[config.mk]
export PLATFORM = sky130hd
export DESIGN_NAME = rptr_aempty_flat
export DESIGN_NICKNAME = d
export VERILOG_FILES = /design/src/rtl/fifo_pkg.sv /design/src/rtl/rptr_aempty_if.sv /design/src/rtl/gray2bin.sv /design/src/rtl/rptr_aempty.sv /design/src/flat_wrapper.sv
export SDC_FILE = /design/constraint.sdc
export NUM_CORES = 1
export LEC_CHECK = 0
export CAP_MARGIN = 20
export CORE_MARGIN = 1
export CORE_UTILIZATION = 46
export CTS_BUF_LIST = sky130_fd_sc_hd__clkbuf_2 sky130_fd_sc_hd__clkbuf_4 sky130_fd_sc_hd__clkbuf_8
export DETAILED_ROUTE_END_ITERATION = 8
export GPL_TIMING_DRIVEN = 0
export PLACE_DENSITY = 0.83
export SYNTH_ARGS = -nofsm -noshare
export SYNTH_HDL_FRONTEND = slang
export SYNTH_HIERARCHICAL = 1
export SYNTH_SLANG_ARGS = --single-unit
[constraint.sdc]
create_clock -name rclk -period 3.4 [get_ports rclk]
set_input_delay 0.34 -clock rclk [delete_from_list [all_inputs] [get_ports rclk]]
set_output_delay 0.34 -clock rclk [all_outputs]
set_load 0.01 [all_outputs]
[src/rtl/fifo_pkg.sv]
// Shared FIFO constants for the read- and write-side pointer blocks.
package fifo_pkg;

  localparam int FIFO_ADD_SIZE      = 4;
  localparam int FIFO_AEMPTY_THRESH = 2;

endpackage

[src/rtl/rptr_aempty_if.sv]
// Read-side pointer bus. Optional underflow error port when
// RPTR_UNDERFLOW_ERR_EN is defined.
interface rptr_aempty_if
  import fifo_pkg::*;
#(
  parameter int ADD_SIZE = FIFO_ADD_SIZE
) ();

  logic                rinc;
  logic [ADD_SIZE:0]   rq2_wptr;
  logic [ADD_SIZE-1:0] raddr;
  logic [ADD_SIZE:0]   rptr;
  logic                rempty;
  logic                raempty;
  logic [ADD_SIZE:0]   rlevel;
`ifdef RPTR_UNDERFLOW_ERR_EN
  logic                rerr;
  logic                rerr_clr;

  modport master (
    output rinc, rq2_wptr, rerr_clr,
    input  raddr, rptr, rempty, raempty, rlevel, rerr
  );

  modport slave (
    input  rinc, rq2_wptr, rerr_clr,
    output raddr, rptr, rempty, raempty, rlevel, rerr
  );
`else
  modport master (
    output rinc, rq2_wptr,
    input  raddr, rptr, rempty, raempty, rlevel
  );

  modport slave (
    input  rinc, rq2_wptr,
    output raddr, rptr, rempty, raempty, rlevel
  );
`endif

endinterface

[src/rtl/gray2bin.sv]
// Purely combinational Gray-to-binary converter, shared by both pointer blocks.
module gray2bin #(
  parameter int WIDTH = 5
) (
  input  logic [WIDTH-1:0] gray,
  output logic [WIDTH-1:0] bin
);

  // Each binary bit is the XOR of all Gray bits at and above its position.
  for (genvar i = 0; i < WIDTH; i++) begin : g_bit
    assign bin[i] = ^gray[WIDTH-1:i];
  end

endmodule

[src/rtl/rptr_aempty.sv]
// Async FIFO read pointer with empty, almost-empty and fill-level flags.
// Optional sticky underflow flag when RPTR_UNDERFLOW_ERR_EN is defined.
// The level is computed against the synchronised (lagging) write pointer,
// so it can only under-report the data actually present.
module rptr_aempty
  import fifo_pkg::*;
#(
  parameter int ADD_SIZE      = FIFO_ADD_SIZE,
  parameter int AEMPTY_THRESH = FIFO_AEMPTY_THRESH
) (
  input logic          rclk,
  input logic          rrst_n,
  rptr_aempty_if.slave bus
);

  localparam int                PW     = ADD_SIZE + 1;
  localparam logic [ADD_SIZE:0] THRESH = PW'(AEMPTY_THRESH);

  logic [ADD_SIZE:0] rbin;
  logic [ADD_SIZE:0] rbin_next;
  logic [ADD_SIZE:0] rgray_next;
  logic [ADD_SIZE:0] wbin;
  logic [ADD_SIZE:0] fill_next;
  logic [ADD_SIZE:0] rptr_q;
  logic [ADD_SIZE:0] rlevel_q;
  logic              rempty_q;
  logic              raempty_q;
  logic              accept;

  assign accept     = bus.rinc & ~rempty_q;
  assign rbin_next  = rbin + {{ADD_SIZE{1'b0}}, accept};
  assign rgray_next = rbin_next ^ (rbin_next >> 1);
  assign fill_next  = wbin - rbin_next;

  gray2bin #(.WIDTH(PW)) u_gray2bin (
    .gray (bus.rq2_wptr),
    .bin  (wbin)
  );

  // Pointer and flag registers; flags look ahead at the post-pop pointer so
  // popping the last word raises rempty on the same edge.
  always_ff @(posedge rclk) begin
    if (!rrst_n) begin
      rbin      <= '0;
      rptr_q    <= '0;
      rempty_q  <= 1'b1;
      raempty_q <= 1'b1;
      rlevel_q  <= '0;
    end else begin
      rbin      <= rbin_next;
      rptr_q    <= rgray_next;
      rempty_q  <= (rgray_next == bus.rq2_wptr);
      raempty_q <= (fill_next <= THRESH);
      rlevel_q  <= fill_next;
    end
  end

  assign bus.raddr   = rbin[ADD_SIZE-1:0];
  assign bus.rptr    = rptr_q;
  assign bus.rempty  = rempty_q;
  assign bus.raempty = raempty_q;
  assign bus.rlevel  = rlevel_q;

`ifdef RPTR_UNDERFLOW_ERR_EN
  logic rerr_q;

  // Sticky underflow flag; a new underflow beats a simultaneous clear.
  always_ff @(posedge rclk) begin
    if (!rrst_n) begin
      rerr_q <= 1'b0;
    end else if (bus.rinc && rempty_q) begin
      rerr_q <= 1'b1;
    end else if (bus.rerr_clr) begin
      rerr_q <= 1'b0;
    end
  end

  assign bus.rerr = rerr_q;
`endif

endmodule

[src/flat_wrapper.sv]
// flat-port wrapper written by rule: the top's interface ports become plain ports
module rptr_aempty_flat import fifo_pkg::*;
#(
  parameter int ADD_SIZE      = FIFO_ADD_SIZE,
  parameter int AEMPTY_THRESH = FIFO_AEMPTY_THRESH
)
  (rclk, rrst_n, bus_rinc, bus_rq2_wptr, bus_raddr, bus_rptr, bus_rempty, bus_raempty, bus_rlevel);
  rptr_aempty_if #(.ADD_SIZE(ADD_SIZE)) bus_i ();
  input logic rclk;
  input logic rrst_n;
  input wire logic [$bits(bus_i.rinc)-1:0] bus_rinc;
  input wire logic [$bits(bus_i.rq2_wptr)-1:0] bus_rq2_wptr;
  output wire logic [$bits(bus_i.raddr)-1:0] bus_raddr;
  output wire logic [$bits(bus_i.rptr)-1:0] bus_rptr;
  output wire logic [$bits(bus_i.rempty)-1:0] bus_rempty;
  output wire logic [$bits(bus_i.raempty)-1:0] bus_raempty;
  output wire logic [$bits(bus_i.rlevel)-1:0] bus_rlevel;
  assign bus_i.rinc = bus_rinc;
  assign bus_i.rq2_wptr = bus_rq2_wptr;
  assign bus_raddr = bus_i.raddr;
  assign bus_rptr = bus_i.rptr;
  assign bus_rempty = bus_i.rempty;
  assign bus_raempty = bus_i.raempty;
  assign bus_rlevel = bus_i.rlevel;
  rptr_aempty #(.ADD_SIZE(ADD_SIZE), .AEMPTY_THRESH(AEMPTY_THRESH)) u_core (.rclk(rclk), .rrst_n(rrst_n), .bus(bus_i));
endmodule
# After elaboration in Yosys (flattened, before gate mapping)
# Index checks and enable logic that the tools add are counted.
[word_totals] latchBits=0 reg_bits=17 input_bits=8 out_inout_bits=16 n_memories=0 romBits=0 wordCells=16 ram_bits=0
[classes] eq_ne=1 order_cmp=1 n_reduce_logical=4 muxes=0 shift=0 div=0 add_sub_neg=2 multipliers=0 n_bitwise=3
[ops] op="$add A5 B1 Y5" count=1
[ops] op="$eq A5 B5 Y1" count=1
[ops] op="$le A5 B2 Y1 const B" count=1
[ops] op="$reduce_xor A5 Y1" count=1
[ops] op="$sub A5 B5 Y5" count=1
[ops] op="$xor A5 B4 Y5" count=1
[ops] op="$reduce_xor A4 Y1" count=1
[ops] op="$reduce_xor A3 Y1" count=1
[ops] op="$reduce_xor A2 Y1" count=1
[ops] op="$and A1 B1 Y1" count=1
[ops] op="$not A1 Y1" count=1

# Logic depth before layout (Yosys ltp)
# Gate-level depths: netlist (run 1).
[logic_depth] depth_word=5 mapped_depth=10

# By module
# Netlist (run 1), hierarchy kept.
[by_module_without_submodules] module="rptr_aempty" cells_per_inst=91 instances=1 area_each_um2=928.4
[by_module_without_submodules] module="gray2bin" cells_per_inst=6 instances=1 area_each_um2=72.6

# Worst setup path after synthesis (run 1)
# No wires, ideal clock.
[synth_timing] path_type="flip-flop to flip-flop" from="register u_core.rbin[0]" to="register u_core.raempty_q, in the netlist u_core/bus.raempty" setup_time_ps=87 stages_incl_launch_ff=11 n_path_buf=1 period_less_slack_ps=2258 path_slack_ps=1142 arrival_time_ps=2171 cell_sequence="dfxtp_1 -> and3b_1 -> buf_6 -> nand3_2 -> xor2_4 -> ha_1 -> and2_1 -> a211oi_1 -> a21oi_1 -> mux2i_1 -> nor4b_2"
[synth_between] elab_chain_cells=3
[synth_lines] item="start, declared" line="rptr_aempty.sv:19" text="logic [ADD_SIZE:0] rbin;"
[synth_lines] item="start signal, assigned" line="rptr_aempty.sv:50" text="rbin <= rbin_next;"
[synth_lines] item="$add A5 B1 Y5" line="rptr_aempty.sv:31" text="assign rbin_next = rbin + {{ADD_SIZE{1'b0}}, accept};"
[synth_lines] item="$sub A5 B5 Y5" line="rptr_aempty.sv:33" text="assign fill_next = wbin - rbin_next;"
[synth_lines] item="$le A5 B2 Y1" line="rptr_aempty.sv:53" text="raempty_q <= (fill_next <= THRESH);"
[synth_lines] item="end signal, assigned" line="rptr_aempty.sv:53"
[synth_lines] item="end, declared" line="rptr_aempty.sv:27" text="logic raempty_q;"
# No other way between the ends.
# A chain may end at the register's enable or synchronous reset.

# Final worst setup path (run 1)
[layout_timing] from="input port bus_rq2_wptr[4]" to="register u_core.raempty_q, in the netlist u_core/bus.raempty"
[layout_between] elab_chain_cells=3
[layout_lines] item="start, declared" line="flat_wrapper.sv:12" text="input wire logic [$bits(bus_i.rq2_wptr)-1:0] bus_rq2_wptr;"
[layout_lines] item="$reduce_xor A2 Y1" line="gray2bin.sv:11" text="assign bin[i] = ^gray[WIDTH-1:i];"
[layout_lines] item="via u_core.wbin[3]" line="rptr_aempty.sv:22" text="logic [ADD_SIZE:0] wbin;"
[layout_lines] item="$sub A5 B5 Y5" line="rptr_aempty.sv:33"
[layout_lines] item="$le A5 B2 Y1" line="rptr_aempty.sv:53"
# The timed path passes the listed nets, and every way through them passes these cells.

==> results of run 1 <==
==> layer usage <==
metal	wire length, um	share of wire
met2	929	0.52
met3	52	0.029
met5	0	0
met1	779	0.44
met4	16	0.0090
==> worst paths after layout <==
path,start,endpoint,slack (ps)
worst max-delay path,bus_rq2_wptr[4],u_core/bus.raempty,830
worst min-delay path,u_core/rbin[0],u_core/rbin[0],680
worst max register to register,u_core/rbin[0],u_core/bus.raempty,1010
worst min register to register,u_core/rbin[0],u_core/rbin[0],680
==> sequential cells by signal, summed over array words and instances, names as in the netlist <==
register / count
u_core/bus.rempty: 1
u_core/bus.rlevel: 5
u_core/rbin: 5
u_core/bus.raempty: 1
u_core/bus.rptr: 4
==> cell usage in the layout, fill, tap and decap left out, types with 2 or more instances in the layout <==
cell                              netlist  layout
sky130_fd_sc_hd__clkdlybuf4s50_1        0      23
sky130_fd_sc_hd__dfxtp_1               16      16
sky130_fd_sc_hd__xnor2_1               11      11
sky130_fd_sc_hd__and2_1                10      10
sky130_fd_sc_hd__nor2b_1                9       9
sky130_fd_sc_hd__xor2_1                 8       8
sky130_fd_sc_hd__nand2_1                5       5
sky130_fd_sc_hd__ha_1                   4       4
sky130_fd_sc_hd__clkbuf_4               0       3
sky130_fd_sc_hd__inv_1                  3       3
sky130_fd_sc_hd__mux2i_1                3       3
sky130_fd_sc_hd__nor2_1                 2       2
sky130_fd_sc_hd__a21oi_1                2       2
sky130_fd_sc_hd__o21ai_0                2       2
sky130_fd_sc_hd__a211oi_1               2       2
==> worst max-delay path, stage by stage <==
cell                              delay, ps
sky130_fd_sc_hd__clkdlybuf4s50_1        570
sky130_fd_sc_hd__xor2_2                 300
sky130_fd_sc_hd__xnor3_1                370
sky130_fd_sc_hd__inv_1                   70
sky130_fd_sc_hd__ha_1                   130
sky130_fd_sc_hd__inv_1                   50
sky130_fd_sc_hd__ha_1                   210
sky130_fd_sc_hd__or4b_4                 550
sky130_fd_sc_hd__o211ai_2                80
sky130_fd_sc_hd__nor4b_2                 70
==> report_power, final <==
part	switching, mW	total [mW]	leakage (nW)	internal [mW]
logic	0.0851	0.185	0.379	0.0998
clock network	0.0611	0.126	0.0210	0.0653
registers	0.00714	0.215	0.132	0.208
total	0.153	0.526	0.532	0.373
==> logic make-up after synthesis <==
logic type | after synthesis | share of synthesized area
buffers and inverters | 6 | 0.0337
DFF | 16 | 0.320
muxes | 4 | 0.0450
AOI/OAI and AO/OA | 10 | 0.0700
and+or+nand+nor | 33 | 0.209
adders and majority gates | 4 | 0.0500
xor gates and xnor gates | 24 | 0.273
==> area by class of cell <==
cell class / instances / area [um^2] / share of cell area
multi-input combinational: 75 / 647 / 0.497
inverter: 3 / 11.3 / 0.00865
buffer: 3 / 22.5 / 0.0173
tap: 27 / 33.8 / 0.0260
timing repair buffer: 23 / 230 / 0.177
clock buffer: 4 / 36.3 / 0.0279
sequential: 16 / 320 / 0.246
==> implementation parameters, run 1 <==
Parameter                              Value

Critical path
  Data required time at the worst endpoint    3590 ps
  Largest fanout on the critical path    4
  CP Launch Type    input pin
  Worst setup path category    in2reg
  Kind of end point of the critical path    register
  Arrival @ worst endpoint    2760 ps
  Worst R2R Path Depth    10

Final layout
  Post-route insts no fill    151
  Area Overhead vs Synth    30.0%
  Final std cell area, no fill    1300 um^2
  Post-layout nets    137
  Number of fill cells    160
  Ant diodes    0
  Share of the core filled with cells in the final layout    0.650
  Fraction of layout instances using a drive strength above 1    0.113

Detailed routing
  Vias per Instance    4.87
  DRC violation count after routing    0
  Initial DRT Pass Iterations    4
  DRC marker count from the first detailed-route iteration    7
  Count of antenna-violating nets left after detailed routing    0
  Routed wire length per instance    11.8 um
  Total via count in the routed design    735
  Total wire length after detailed routing    1780 um

Clock network
  TritonCTS sink count    16
  CTS Root Buffer Type    sky130_fd_sc_hd__clkbuf_4
  TritonCTS clock tree    yes
  Hold-fix buffer count after cts    0
  Post-CTS setup buffer count    0
  Count of cells resized by post-cts repair    0
  Clock insertion delay at the later pin of the skew report    290 ps
  H-tree levels    1
  CTS Buffer Depth    2
  TritonCTS Buffers    3
  Clock-pin transition on the worst setup and hold timing paths    100 ps

Global route
  Global-route wire length before repair    3270 um
  Maximum number of pins on one net before global-route repair    11
  GRT Residual Overflow    0
  Met2 Use GR    0.317
  Overall Global Routing Usage    0.184
  Most crowded layer after global routing    met2
  Met3 demand-to-capacity share in global routing    0.0283
  Met1 Use GR    0.211
  Number of global-route vias before repair    769
  Initial antenna violation count    0

Floorplan
  Overall die width    48.6 um
  Full die area    2370 um^2
  Floorplan die height    48.6 um
  Number of I/O pins    24
  Number of placement rows    16
  Core ar.    2000 um^2
  Effective utilization at floorplan    0.500

Synth
  Largest cells by area after synthesis    sky130_fd_sc_hd__dfxtp_1 32%, sky130_fd_sc_hd__xnor2_1 9.6%, sky130_fd_sc_hd__xor2_1 7.0%
  Post-synthesis cell type count    33
  Cell type contributing the most total cell area after synthesis    sky130_fd_sc_hd__dfxtp_1
  Post-synthesis async set-or-reset flop share    0
  Synthesized cell area    1000 um^2
  Cell count after synthesis    97
  Most common cell in the synthesized netlist    sky130_fd_sc_hd__dfxtp_1
  Synth Flop Type    sky130_fd_sc_hd__dfxtp_1
  Most instantiated cells after synthesis    16 x sky130_fd_sc_hd__dfxtp_1, 11 x sky130_fd_sc_hd__xnor2_1, 10 x sky130_fd_sc_hd__and2_1
  Area share of the leading cell type in the synthesized netlist    0.320
  Number of nets in the synthesized netlist    109
  Portion of the post-synthesis area used by sequential elements    0.320
  Number of synthesized flops with an enable pin    0
  Yosys warning count    6
  Mapped Avg Cell Area    10.3 um^2
  Synthesized flop and latch total    16

Power
  Peak supply drop    0.239 mV
  LEAKAGE    0.532 nW
  Total power after layout    0.526 mW
  Total power per unit cell area    404 nW/um^2

Timing
  Unrepaired setup endpoints after global routing    false
  Hold violation count in the final report    0
  Setup slack after layout    829 ps
  Number of pins exceeding their max-slew limit in the final report    0
  Final count of negative-setup-slack endpoints    0
  Post-route setup TNS    0 ps
  Final clock period utilization by the worst path    0.756
  Worst hold slack across all endpoints    676 ps
  Slew HR    0.757
  Final Skew    8.25 ps
  Shortest clock period the worst path allows after layout    2570 ps
  Least-Margin Pin Slew    363 ps
  Maximum clock frequency    0.389 GHz

Placed design
  Final estimated routing congestion in global placement    0.769
  Worst slack after detailed placement    506 ps
  Total half-perimeter wirelength after legalization and detailed placement    1470 um
  Area after DPL    1260 um^2
  Buffers added on ports    23
  Placed Cells    147

Run status
  Outcome    complete, no violations

Flow run
  Max cap viols    0

Worst hold path
  Min-Delay Path Depth    2
  Path type of the worst min-delay path    reg2reg
Power figures use the tool's default switching activity.
==> run 2, diff against run 1 <==
- clock period: 3.4 -> 2.4 ns (I/O delays scaled with it)
==> run 2 against run 1 <==
Effect of this change: critical path depth unchanged; global-route usage up 0.60 points; via count grew 1.9%; combinational power grew 54%; routed wire length up 6.1%; final cell count is 2.0% higher; register-to-register slack lost 830 ps; sequential power is 42% higher; core utilization rose by 3.1 points; non-clock buffer count rose by 3; hold slack worse by 44 ps; clock-buffer cell count is the same; critical endpoint unchanged; largest power group unchanged; highest routed layer unchanged.
==> implementation parameters, run 2 (synthesis results as in run 1) <==
Parameter                              Value

Run status
  Outcome    complete, no violations

Power
  Part of the total power dissipated in sequential elements    0.397 (-0.011)
  Cell internal power dissipation    0.544 mW (+46%)
  Total power per unit cell area    564 nW/um^2 (+39%)
  LEAKAGE    0.557 nW (+4.7%)
  Switching power of the nets    0.224 mW (+46%)
  Share of total power in combinational logic    0.370 (+0.019)
  Clock power share    0.233 (-0.007)
  Peak supply drop    0.345 mV (+44%)
  Sw frac    0.291 (about the same)

Timing
  Slew HR    0.764 (+0.00747)
  Shortest clock period the worst path allows after layout    2320 ps
  Final Skew    6.00 ps (-2.25 ps)
  Final clock period utilization by the worst path    0.966
  Maximum clock frequency    0.431 GHz
  Number of pins exceeding their max-slew limit in the final report    0 (unchanged)
  Hold violation count in the final report    0 (unchanged)
  Post-route setup TNS    0 ps (unchanged)
  Worst hold slack across all endpoints    631 ps (-44.3 ps)
  Final count of negative-setup-slack endpoints    0 (unchanged)
  Least-Margin Pin Slew    352 ps (-11.2 ps)

Global route
  Maximum number of pins on one net before global-route repair    11 (unchanged)
  Met3 demand-to-capacity share in global routing    0.0283 (unchanged)
  GRT Residual Overflow    0 (unchanged)
  Initial antenna violation count    0 (unchanged)
  Number of global-route vias before repair    785 (+2.1%)
  Overall Global Routing Usage    0.190 (+0.00597)
  Met1 Use GR    0.215 (+0.00391)
  Global-route wire length before repair    3390 um (+3.8%)
  Most crowded layer after global routing    met2
  Met2 Use GR    0.333 (+0.0162)

Detailed routing
  DRC violation count after routing    0 (unchanged)
  Count of antenna-violating nets left after detailed routing    0 (unchanged)
  DRC marker count from the first detailed-route iteration    7 (unchanged)
  Total via count in the routed design    749 (+1.9%)
  Initial DRT Pass Iterations    4 (unchanged)
  Total wire length after detailed routing    1890 um (+6.1%)
  Vias per Instance    4.86 (about the same)
  Routed wire length per instance    12.2 um (+4.1%)

Critical path
  CP Launch Type    input pin
  Most Frequent Cell on Critical Path    sky130_fd_sc_hd__inv_1
  Ordered list of cells on the worst path    clkdlybuf4s50_1 > xnor2_1 > xnor3_1 > inv_1 > ha_1 > inv_1 > ha_2 > or4b_4 > o211ai_2 > nor4b_2
  Kind of end point of the critical path    register
  Worst Path Buf+Inv    3 (unchanged)
  Largest fanout on the critical path    3 (-1)
  Slowest CP cell    sky130_fd_sc_hd__or4b_4
  Arrival @ worst endpoint    2500 ps (-260 ps)
  Data required time at the worst endpoint    2590 ps (-1000 ps)
  Largest stage delay on the critical path    540 ps (-30 ps)
  Worst setup path category    in2reg
  Kind of cell with the highest combined delay on the critical path    XOR/XNOR gates

Final layout
  Area Overhead vs Synth    36.1%
  Share of the core filled with cells in the final layout    0.681 (+0.0306)
  Fraction of layout instances using a drive strength above 1    0.173 (+0.0603)
  Post-layout nets    140 (+2.2%)
  Post-route insts no fill    154 (+2.0%)
  Multi-input logic area    684 um^2 (+5.8%)
  Final std cell area, no fill    1360 um^2 (+4.7%)
  Ant diodes    0 (unchanged)
  Number of fill cells    150 (-6.3%)
  Most frequent standard cell in the layout excluding fill and tap cells    sky130_fd_sc_hd__clkdlybuf4s50_1
  Most frequent cells in the layout    23 x sky130_fd_sc_hd__clkdlybuf4s50_1, 15 x sky130_fd_sc_hd__dfxtp_1, 10 x sky130_fd_sc_hd__and2_1
  Area used by sequential logic in the layout    322 um^2 (+0.39%)

Floorplan
  Floorplan die height    48.6 um (unchanged)
  Full die area    2370 um^2 (unchanged)
  Effective utilization at floorplan    0.500 (unchanged)
  Number of I/O pins    24 (unchanged)
  Core ar.    2000 um^2 (unchanged)
  Number of placement rows    16 (unchanged)
  Overall die width    48.6 um (unchanged)

Clock network
  H-tree levels    1 (unchanged)
  CTS Root Buffer Type    sky130_fd_sc_hd__clkbuf_4
  Clock insertion delay at the later pin of the skew report    290 ps (about the same)
  Hold-fix buffer count after cts    0 (unchanged)
  TritonCTS sink count    16 (unchanged)
  CTS Buffer Depth    2 (unchanged)
  Clock-pin transition on the worst setup and hold timing paths    100 ps (about the same)
  TritonCTS Buffers    3 (unchanged)
  TritonCTS clock tree    yes

Placed design
  Placed Cells    147 (unchanged)
  Buffers added on ports    23 (unchanged)
  Area after DPL    1260 um^2 (unchanged)
  Total half-perimeter wirelength after legalization and detailed placement    1470 um (unchanged)
  Final estimated routing congestion in global placement    0.769 (unchanged)

Worst hold path
  Path type of the worst min-delay path    reg2reg

Flow run
  Max cap viols    0 (unchanged)
-- run 2: cell types whose count changed in the layout (fill, tap and decap cells not counted) --
cell,before,now
sky130_fd_sc_hd__nand3_2,1,0
sky130_fd_sc_hd__nand3_4,0,1
sky130_fd_sc_hd__ha_4,0,1
sky130_fd_sc_hd__ha_2,0,1
sky130_fd_sc_hd__dfxtp_1,16,15
sky130_fd_sc_hd__xnor2_2,1,3
sky130_fd_sc_hd__xnor2_1,11,9
sky130_fd_sc_hd__ha_1,4,2
sky130_fd_sc_hd__buf_4,1,4
sky130_fd_sc_hd__dfxtp_2,0,1
-- run 2: through the flow --
| step | setup WS (ps) | total power [mW] |
|---|---|---|
| 2_1_floorplan | 142 | 0.473 |
| 3_3_place_gp | -344 | 0.562 |
| 3_5_place_dp | -394 | 0.573 |
| 4_1_cts | 32.4 | 0.759 |
| 5_1_grt | -6.89 | 0.813 |
| 6_report | 81.4 | 0.768 |
-- run 2: metal layers --
metal  wire length (um)  up-vias
met4                 39        0
met1                849      348
li1                   -      383
met2                946       14
met3                 51        4
met5                  0        -
-- run 2: tightest hold or removal path, delay by kind of cell (launching register included) --
| kind | cells | cell delay, ps |
|---|---|---|
| flip-flops | 1 | 370 |
| AND/OR/NAND/NOR | 1 | 150 |
| XOR/XNOR | 1 | 90 |
-- run 2: area by class of cell --
cell class	instances	area share
Buffer	3	0.0165
Inverter	3	0.00826
Sequential cell	16	0.236
Timing Repair Buffer	26	0.185
Tap cell	27	0.0248
Multi-Input combinational cell	75	0.502
Clock buffer	4	0.0266
-- run 2: power by group through the flow --
stage	Sequential [mW]	Clock [mW]	Combinational, mW
3_3_place_gp	0.310	0	0.252
2_1_floorplan	0.326	0	0.147
4_1_cts	0.305	0.188	0.266
3_5_place_dp	0.312	0	0.262
6_report	0.305	0.179	0.284
5_1_grt	0.309	0.195	0.309
-- run 2: final timing paths --
check | startpoint | end | slack [ps] | cells after the start
max | bus_rq2_wptr[2] | u_core/bus.raempty | 80 | 10
max reg2reg | u_core/bus.rempty | u_core/bus.raempty | 180 | 10
min reg2reg | u_core/rbin[0] | u_core/rbin[0] | 630 | 2
min | u_core/rbin[0] | u_core/rbin[0] | 630 | 2
-- run 2: repair_timing --
action                                  4_1_cts  5_1_grt
gates resized for setup                       0        6
setup buffers                                 2        1
pin swaps                                     1        1
endpoints found under the setup margin        1        1
cloned                                        0        0
